===== config.mk =====
export PLATFORM = sky130hd
export DESIGN_NAME = zbt_point_arbiter
export DESIGN_NICKNAME = d
export VERILOG_FILES = /design/src/rtl/zbt_pkg.sv /design/src/rtl/zbt_delay_line.sv /design/src/rtl/zbt_point_arbiter.sv
export SDC_FILE = /design/constraint.sdc
export NUM_CORES = 1
export LEC_CHECK = 0
export BUFFER_PORTS_ARGS = -buffer_cell sky130_fd_sc_hd__buf_2
export CORE_AREA = 2 2 130 132
export DETAILED_ROUTE_END_ITERATION = 10
export DIE_AREA = 0 0 132 134
export GPL_TIMING_DRIVEN = 0
export PLACE_DENSITY = 0.76
export SLEW_MARGIN = 20
export SYNTH_ARGS = -nofsm -noshare
export SYNTH_HDL_FRONTEND = slang
export SYNTH_HIERARCHICAL = 1
export SYNTH_SLANG_ARGS = --single-unit

===== constraint.sdc =====
create_clock -name clk -period 3.7 [get_ports clk]
set_input_delay 0.185 -clock clk [delete_from_list [all_inputs] [get_ports clk]]
set_output_delay 0.185 -clock clk [all_outputs]
set_load 0.03 [all_outputs]

===== src/rtl/zbt_pkg.sv =====
// Shared ZBT0 widths, packed point word layout and arbiter grant encoding.
package zbt_pkg;

  localparam int unsigned ZBT_ADDR_W = 19;
  localparam int unsigned ZBT_DATA_W = 36;

  localparam int unsigned X_MSB = 29;
  localparam int unsigned X_LSB = 20;
  localparam int unsigned Y_MSB = 19;
  localparam int unsigned Y_LSB = 10;
  localparam int unsigned Z_MSB = 9;
  localparam int unsigned Z_LSB = 0;

  typedef enum logic {
    GRANT_READ  = 1'b0,
    GRANT_WRITE = 1'b1
  } grant_t;

  typedef struct packed {
    logic [ZBT_DATA_W-X_MSB-2:0] rsvd;
    logic [X_MSB-X_LSB:0]        x;
    logic [Y_MSB-Y_LSB:0]        y;
    logic [Z_MSB-Z_LSB:0]        z;
  } point_t;

  // Builds a point word with the unused upper bits cleared.
  function automatic point_t pack_point(input logic [X_MSB-X_LSB:0] x,
                                        input logic [Y_MSB-Y_LSB:0] y,
                                        input logic [Z_MSB-Z_LSB:0] z);
    point_t p;
    p      = '0;
    p.x    = x;
    p.y    = y;
    p.z    = z;
    return p;
  endfunction

endpackage


===== src/rtl/zbt_delay_line.sv =====
// Fixed-depth shift register with asynchronous clear; output lags input by DEPTH edges.
module zbt_delay_line #(
  parameter int unsigned WIDTH = 1,
  parameter int unsigned DEPTH = 1
) (
  input  logic             clk,
  input  logic             reset,
  input  logic [WIDTH-1:0] din_i,
  output logic [WIDTH-1:0] dout_o
);

  logic [WIDTH-1:0] stage_q [DEPTH];

  always_ff @(posedge clk or posedge reset) begin
    if (reset) begin
      for (int unsigned i = 0; i < DEPTH; i++) begin
        stage_q[i] <= '0;
      end
    end else begin
      stage_q[0] <= din_i;
      for (int unsigned i = 1; i < DEPTH; i++) begin
        stage_q[i] <= stage_q[i-1];
      end
    end
  end

  assign dout_o = stage_q[DEPTH-1];

endmodule


===== src/rtl/zbt_point_arbiter.sv =====
// Round-robin sharing of the ZBT0 port between the point writer and point reader,
// with write-data alignment, read-data return and stored point tracking.
module zbt_point_arbiter
  import zbt_pkg::*;
#(
  parameter int unsigned ADDR_W    = ZBT_ADDR_W,
  parameter int unsigned DATA_W    = ZBT_DATA_W,
  parameter int unsigned READ_LAT  = 2,
  parameter int unsigned WRITE_LAT = 2
) (
  input  logic              clk,
  input  logic              reset,
  input  logic              wr_req,
  input  logic [ADDR_W-1:0] wr_addr,
  input  logic [DATA_W-1:0] wr_data,
  output logic              wr_ack,
  input  logic              rd_req,
  input  logic [ADDR_W-1:0] rd_addr,
  output logic              rd_ack,
  output logic [DATA_W-1:0] rd_data,
  output logic              rd_valid,
  input  logic              clear_points,
  output logic [ADDR_W:0]   point_count,
  output logic [ADDR_W-1:0] zbt_addr,
  output logic              zbt_we,
  output logic [DATA_W-1:0] zbt_write_data,
  input  logic [DATA_W-1:0] zbt_read_data
);

  localparam int unsigned CNT_W = ADDR_W + 1;

  grant_t            last_q, last_d;
  logic              wr_gnt_c, rd_gnt_c;

  logic [ADDR_W-1:0] addr_q, addr_d;
  logic              we_q, we_d;
  logic              rd_issue_q, rd_issue_d;

  logic [CNT_W-1:0]  cnt_q, cnt_d, cnt_base_c, wr_top_c;

  logic [DATA_W-1:0] wdata_in_c, wdata_dly;
  logic              wvalid_dly, rvalid_dly;

  logic [DATA_W-1:0] wdata_q, wdata_d;
  logic [DATA_W-1:0] rdata_q, rdata_d;
  logic              rvalid_q;

  always_ff @(posedge clk or posedge reset) begin
    if (reset) begin
      last_q <= GRANT_READ;
    end else begin
      last_q <= last_d;
    end
  end

  // A lone requester wins; on contention the side not granted last wins.
  always_comb begin
    last_d   = last_q;
    wr_gnt_c = 1'b0;
    rd_gnt_c = 1'b0;
    if (wr_req && (!rd_req || (last_q == GRANT_READ))) begin
      wr_gnt_c = 1'b1;
      last_d   = GRANT_WRITE;
    end else if (rd_req) begin
      rd_gnt_c = 1'b1;
      last_d   = GRANT_READ;
    end
  end

  assign wr_ack = wr_gnt_c;
  assign rd_ack = rd_gnt_c;

  always_comb begin
    addr_d     = addr_q;
    we_d       = wr_gnt_c;
    rd_issue_d = rd_gnt_c;
    if (wr_gnt_c) begin
      addr_d = wr_addr;
    end else if (rd_gnt_c) begin
      addr_d = rd_addr;
    end
  end

  // Clear takes effect before a same-cycle write raises the count.
  always_comb begin
    cnt_base_c = clear_points ? '0 : cnt_q;
    wr_top_c   = CNT_W'(wr_addr) + CNT_W'(1);
    cnt_d      = cnt_base_c;
    if (wr_gnt_c && (wr_top_c > cnt_base_c)) begin
      cnt_d = wr_top_c;
    end
  end

  assign wdata_in_c = wr_gnt_c ? wr_data : '0;

  zbt_delay_line #(.WIDTH(DATA_W), .DEPTH(WRITE_LAT)) u_wdata_dly (
    .clk    (clk),
    .reset  (reset),
    .din_i  (wdata_in_c),
    .dout_o (wdata_dly)
  );

  zbt_delay_line #(.WIDTH(1), .DEPTH(WRITE_LAT)) u_wvalid_dly (
    .clk    (clk),
    .reset  (reset),
    .din_i  (wr_gnt_c),
    .dout_o (wvalid_dly)
  );

  zbt_delay_line #(.WIDTH(1), .DEPTH(READ_LAT)) u_rvalid_dly (
    .clk    (clk),
    .reset  (reset),
    .din_i  (rd_issue_q),
    .dout_o (rvalid_dly)
  );

  // Write data holds its slot value until the next write arrives.
  always_comb begin
    wdata_d = wvalid_dly ? wdata_dly : wdata_q;
    rdata_d = rvalid_dly ? zbt_read_data : rdata_q;
  end

  always_ff @(posedge clk or posedge reset) begin
    if (reset) begin
      addr_q     <= '0;
      we_q       <= 1'b0;
      rd_issue_q <= 1'b0;
      cnt_q      <= '0;
      wdata_q    <= '0;
      rdata_q    <= '0;
      rvalid_q   <= 1'b0;
    end else begin
      addr_q     <= addr_d;
      we_q       <= we_d;
      rd_issue_q <= rd_issue_d;
      cnt_q      <= cnt_d;
      wdata_q    <= wdata_d;
      rdata_q    <= rdata_d;
      rvalid_q   <= rvalid_dly;
    end
  end

  assign zbt_addr       = addr_q;
  assign zbt_we         = we_q;
  assign zbt_write_data = wdata_q;
  assign rd_data        = rdata_q;
  assign rd_valid       = rvalid_q;
  assign point_count    = cnt_q;

endmodule


# ---- Yosys cells after proc, flatten, opt, wreduce, memory -nomap -nowiden
# Index checks and enable logic that the tools add are counted.
dict set report totals {
  regBits 190
  in_bits 115
  out_inout_bits 115
  elab_cells 32
}
dict set report op_classes {
  n_addsub 1
  magnitude_cmp 1
  mux 10
  bitwise_logic 1
  n_reduce_logical 6
}
# operator count
set op_table {}
lappend op_table {{2-to-1 mux 20 bit} 2}
lappend op_table {{2-to-1 mux 19 bit} 2}
lappend op_table {{2-to-1 mux 36 bit} 1}
lappend op_table {{adder 19 x 1 -> 20 bit, second input constant} 1}
lappend op_table {{greater-than comparator 20 bit} 1}
lappend op_table {{2-to-1 mux 1 bit} 5}
lappend op_table {{nonzero test 2 bit} 2}
lappend op_table {{logical AND 1 bit} 2}
lappend op_table {{logical NOT 1 bit} 1}
lappend op_table {{logical OR 1 bit} 1}
lappend op_table {{inverter 1 bit} 1}

# ---- Depth between registers and ports, before layout
dict set report depth {
  depth_word 6
  ltp_mapped 14
}

# ---- Cells and area by module
# Netlist, hierarchy kept.
# module instances cells_each area_each_um2 seq_area_each_um2
set by_module_without_submodules {}
lappend by_module_without_submodules {zbt_point_arbiter 1 490 5796.8 2877.8}
lappend by_module_without_submodules {{zbt_delay_line at u_wdata_dly} 1 109 2075.7 1801.7}
lappend by_module_without_submodules {{zbt_delay_line at u_rvalid_dly ...} 2 3 53.8 50.0}

# ---- Worst setup path after synthesis
# No wires, ideal clock.
dict set report synth_timing {
  kind {input to register}
  start {input port wr_addr[4]}
  end {register cnt_q[0], in the netlist point_count[0]}
  setup_time_ps 125
  arrival_time_ps 2856
  required_ps 3575
  slack_ps 719
  cell_stages 13
  path_buffers 1
  path_cell_list {and4_1 nand3_1 nor2_1 nand4_1 xnor2_1 ha_1 nand4_2 or4_4 nor3_1 nor2_1 o21ai_2 buf_12 mux2_4}
}
dict set report synth_between {
  elab_chain_len 4
}
# element line
set synth_rtl {}
lappend synth_rtl {{from (decl)} zbt_point_arbiter.sv:14} ;# input logic [ADDR_W-1:0] wr_addr,
lappend synth_rtl {{adder 19 x 1 -> 20 bit} zbt_point_arbiter.sv:87} ;# wr_top_c = CNT_W'(wr_addr) + CNT_W'(1);
lappend synth_rtl {{greater-than comparator 20 bit} zbt_point_arbiter.sv:89} ;# if (wr_gnt_c && (wr_top_c > cnt_base_c)) begin
lappend synth_rtl {{logical AND 1 bit} zbt_point_arbiter.sv:89}
lappend synth_rtl {{2-to-1 mux 20 bit} zbt_point_arbiter.sv:89}
lappend synth_rtl {{named net cnt_d[0]} zbt_point_arbiter.sv:39} ;# logic [CNT_W-1:0] cnt_q, cnt_d, cnt_base_c, wr_top_c;
lappend synth_rtl {{to (signal assigned)} zbt_point_arbiter.sv:136} ;# cnt_q <= cnt_d;
lappend synth_rtl {{to (decl)} zbt_point_arbiter.sv:39}
# The timed path passes the listed nets, and every way through them passes these cells.
# A chain may end at the register's enable or synchronous reset.

# ---- Final worst setup path
dict set report layout_timing {
  start {input port wr_addr[0]}
  end {register cnt_q[8], in the netlist point_count[8]}
}
dict set report layout_between {
  elab_chain_len 4
}
# element line
set layout_rtl {}
lappend layout_rtl {{adder 19 x 1 -> 20 bit *} zbt_point_arbiter.sv:87}
lappend layout_rtl {{greater-than comparator 20 bit} zbt_point_arbiter.sv:89}
lappend layout_rtl {{logical AND 1 bit} zbt_point_arbiter.sv:89}
lappend layout_rtl {{2-to-1 mux 20 bit *} zbt_point_arbiter.sv:89}
lappend layout_rtl {{named net cnt_d[8]} zbt_point_arbiter.sv:39}
# Mark *: on every way through the listed nets, which the timed path passes. The rest lies on a longest branch.

==> flow_summary.ini <==
[worst_setup_path]
cpLargestDelayFamily = simple AND/OR/NAND/NOR gates
arrival_ns = 3.47
worst_ep_required_time_ns = 4.00
path_buf_inv = 2
crit_chain = buf_2, ha_1, nand3_1, nor2_1, nand4_1, xnor2_1, ha_1, nand4_2, or4_4, nor3_1, nor2_1, o21ai_2, buf_12, mux2_4
setup.worst_path.end_class = flop
setup.worst_path.class = input pin to flop
worstPathMaxFanout = 10
cp_slowest_stage_delay_ns = 0.59
crit_path_start_kind = input pin
worst_path_max_delay_cell = sky130_fd_sc_hd__or4_4

[cells_and_area]
area.growth.synth_to_final_pct = 33.73
number_of_nets_in_the_layout = 1054
drive_gt1_share_pct = 44.79
final_cells = 1153
finalInstanceArea_um2 = 10670
fillerInstances = 1242

[global_route]
grt_antenna_before_repair = 1
grt_busiest_layer = met2
grt_start_max_net_pins = 67
grt.total_usage_pct = 21.72
use_met3_pct = 5.102
use_met2_pct = 37.50
use_met1_pct = 26.33
via_count_of_the_first_global_routing_pass = 5934
grt_remaining_overflow = 0
grt_first_pass_wirelength_mm = 29.86

[placed_design]
dpl.cell_count = 1055
detailed_place.area_um2 = 9452
numPortBuffers = 228
dpl.hpwl_mm = 12.71
gp_congestion = 0.8867

[synth]
synth_top_cells_by_area = sky130_fd_sc_hd__dfrtp_1 60%, sky130_fd_sc_hd__mux2_2 13%, sky130_fd_sc_hd__buf_4 3.4%
synth_top_family_by_area = multiplexers
yosysTopAreaCellShare_pct = 59.89
post_synth.cell_area_avg_um2 = 13.19
synth_adder_area_share_pct = 3.293
xor_xnor_share_of_the_synthesized_area_pct = 1.866
syn-cell-area_um2 = 7980
post_synth_mux_area_share_pct = 16.48
synth_seq_area_share_pct = 59.89
synthMostInstantiatedCell = sky130_fd_sc_hd__dfrtp_1
synth.yosys.warnings = 6
ys_async_sr_fraction_pct = 100.0
flip_flop_and_latch_count_after_synthesis = 191
synth_ff_type = sky130_fd_sc_hd__dfrtp_1
synth_area_leader_cell = sky130_fd_sc_hd__dfrtp_1
synth_commonest_cells = 191 x sky130_fd_sc_hd__dfrtp_1, 91 x sky130_fd_sc_hd__mux2_2, 43 x sky130_fd_sc_hd__nor2_1
synthSimpleGateAreaFrac_pct = 9.141
edff_count_synth = 0
postSynthCellCount = 605
synth_compound_area_share_pct = 2.995
synth_nets = 741
ys_types = 35

[timing]
fin_setup_tns_ns = 0
fin_worst_skew_ns = 0.009115
timing.final.max_slew_violations = 0
timing_worst_slew_pin_value_ns = 0.6703
achievable-frequency_mhz = 316.3
final_period_minus_worst_setup_slack_ns = 3.162
fin_worst_hold_slack_ns = 0.02194
maxSlewHeadroom_pct = 55.31
fin_crit_sh_pct = 85.45
rsz0062_at_grt = no
setup_viol = 0
hold_viol_final = 0

[job]
cap_viol_max_count = 0

[pwr]
cellPowerDensity_nw_per_um2 = 506.1
leakage_nw = 5.463
peakVddDrop_uv = 326.3
total_power_mw = 5.401

[route]
detail_route.wirelength_mm = 18.62
remaining_drc_errors = 0
viasPerCell = 4.905
first_pass_iters = 4
routed-via-count = 5655
wire_per_inst_um = 16.15
detail-route-antenna-nets = 0
drt_iter0_markers = 242

[cts]
postCtsSetupBuffers = 0
max_buffers_root_to_sink = 2
cts-buffers-inserted = 17
clock_latency_of_the_later_clocked_register_in_the_worst_skew_pair_ns = 0.42
cts_tree = built
clock_sink_count = 191
clk_root_buffer_cell = sky130_fd_sc_hd__clkbuf_16
cts.clk_slew.worst_paths_ns = 0.07
cts_max_level = 4

[floorplanning]
core_um2 = 16290
initial_utilization_pct = 48.99
die_area_um2 = 17690
placementRows = 47
design.portCount = 230
floorplan.die.width_um = 132
die_y_um = 134

[status]
outcome = finished clean

[worst_hold_path]
timing.hold.worst.class = input pin to flop
## cell usage in the layout (no fill, tap or decap), types with 2 or more instances in the layout
master,instances
sky130_fd_sc_hd__clkbuf_1,23
sky130_fd_sc_hd__dlygate4sd3_1,64
sky130_fd_sc_hd__diode_2,2
sky130_fd_sc_hd__inv_1,24
sky130_fd_sc_hd__nand3_1,7
sky130_fd_sc_hd__and3_1,37
sky130_fd_sc_hd__nor3_1,3
sky130_fd_sc_hd__o22ai_1,19
sky130_fd_sc_hd__clkbuf_16,17
sky130_fd_sc_hd__clkinv_4,4
sky130_fd_sc_hd__nor2b_1,19
sky130_fd_sc_hd__clkbuf_8,2
sky130_fd_sc_hd__ha_1,21
sky130_fd_sc_hd__mux2_2,91
sky130_fd_sc_hd__dfrtp_1,191
sky130_fd_sc_hd__xnor2_1,11
sky130_fd_sc_hd__nor2_1,43
sky130_fd_sc_hd__xor2_1,6
sky130_fd_sc_hd__mux2i_1,2
sky130_fd_sc_hd__nand2b_1,2
sky130_fd_sc_hd__nand2_1,13
sky130_fd_sc_hd__mux2_4,18
sky130_fd_sc_hd__inv_6,5
sky130_fd_sc_hd__inv_8,2
sky130_fd_sc_hd__and4_1,3
sky130_fd_sc_hd__buf_12,3
sky130_fd_sc_hd__a21oi_1,10
sky130_fd_sc_hd__buf_2,228
sky130_fd_sc_hd__nand4_1,7
sky130_fd_sc_hd__buf_4,36
sky130_fd_sc_hd__buf_1,3
## sequential cells by signal, indices dropped and copies added (netlist names)
signal                flops
u_wdata_dly/stage_q      36
point_count              20
u_rvalid_dly/stage_q      1
u_rvalid_dly/dout_o       1
u_wvalid_dly/stage_q      1
rd_valid                  1
last_q                    1
zbt_write_data           36
u_wdata_dly/dout_o       36
zbt_addr                 19
rd_data                  36
u_wvalid_dly/dout_o       1
zbt_we                    1
rd_issue_q                1
## per-layer routing
layer,up-vias,routed length [µm],part of all wire (%)
met3,33,923,5.0
met4,0,445,2.4
met1,2815,7671,41
met2,161,9578,51
met5,-,0,0
li1,2646,-,-
## stage by stage
step / setup slack [ns] / util, %
final: 0.5384 / 65.51
after CTS: 0.5551 / 65.42
after global routing: 0.3406 / 65.48
after global placement: -1.160 / 57.68
after detailed placement: 0.1118 / 58.02
after floorplan: 0.4709 / -
## cells by family after synthesis
| kind of cell | after synthesis |
|---|---|
| AO/OA/AOI/OAI | 37 |
| adder cells (fa/ha/maj) | 21 |
| XOR/XNOR | 17 |
| buffers and inverters | 90 |
| multiplexers | 111 |
| flip-flops | 191 |
| AND/OR/NAND/NOR | 138 |
## repair_timing
| item | 4_1_cts | 5_1_grt |
|---|---|---|
| hold buffers | 63 | 1 |
| endpoints found under the hold margin | 142 | 1 |
| gates resized for setup | 0 | 0 |
## worst paths after layout
path                                         start                      end  slack (ns)  depth (start not counted)
max                                     wr_addr[0]           point_count[8]        0.54                         14
min                                    wr_data[17]  u_wdata_dly/stage_q[53]        0.02                          2
max reg2reg                        point_count[18]           point_count[8]        1.00                         10
min reg2reg                u_wdata_dly/stage_q[66]   u_wdata_dly/dout_o[30]        0.35                          0
max in group asynchronous                    reset           point_count[8]        2.62                          4
min in group asynchronous                    reset      u_rvalid_dly/dout_o        0.23                          3
## power by group
part           switching (mW)  internal [mW]  leakage, nW  total (mW)
combinational           0.738          0.497         2.75        1.23
sequential              0.102           2.31         2.43        2.41
clock                   0.830          0.923        0.282        1.75
## cell type report
class | instances | area [µm²] | area share, %
sequential | 191 | 4780 | 44.79
multi-input combinational | 324 | 2695 | 25.25
timing repair buffer | 294 | 1829 | 17.14
clock buffer | 19 | 452.9 | 4.244
buffer | 64 | 407.9 | 3.822
tap | 220 | 275.3 | 2.579
clock inverter | 13 | 121.4 | 1.137
inverter | 26 | 105.1 | 0.9849
antenna | 2 | 5.005 | 0.04690
## worst register-to-register path, delay by kind of cell, from the launching register on
family | cells | cell delay [ns]
flops | 1 | 0.37
mux | 1 | 0.31
compound gates | 1 | 0.12
simple gates | 5 | 1.22
fa+ha+maj | 1 | 0.30
buf+inv | 2 | 0.25
No activity file was read; power rests on OpenSTA's default activity.
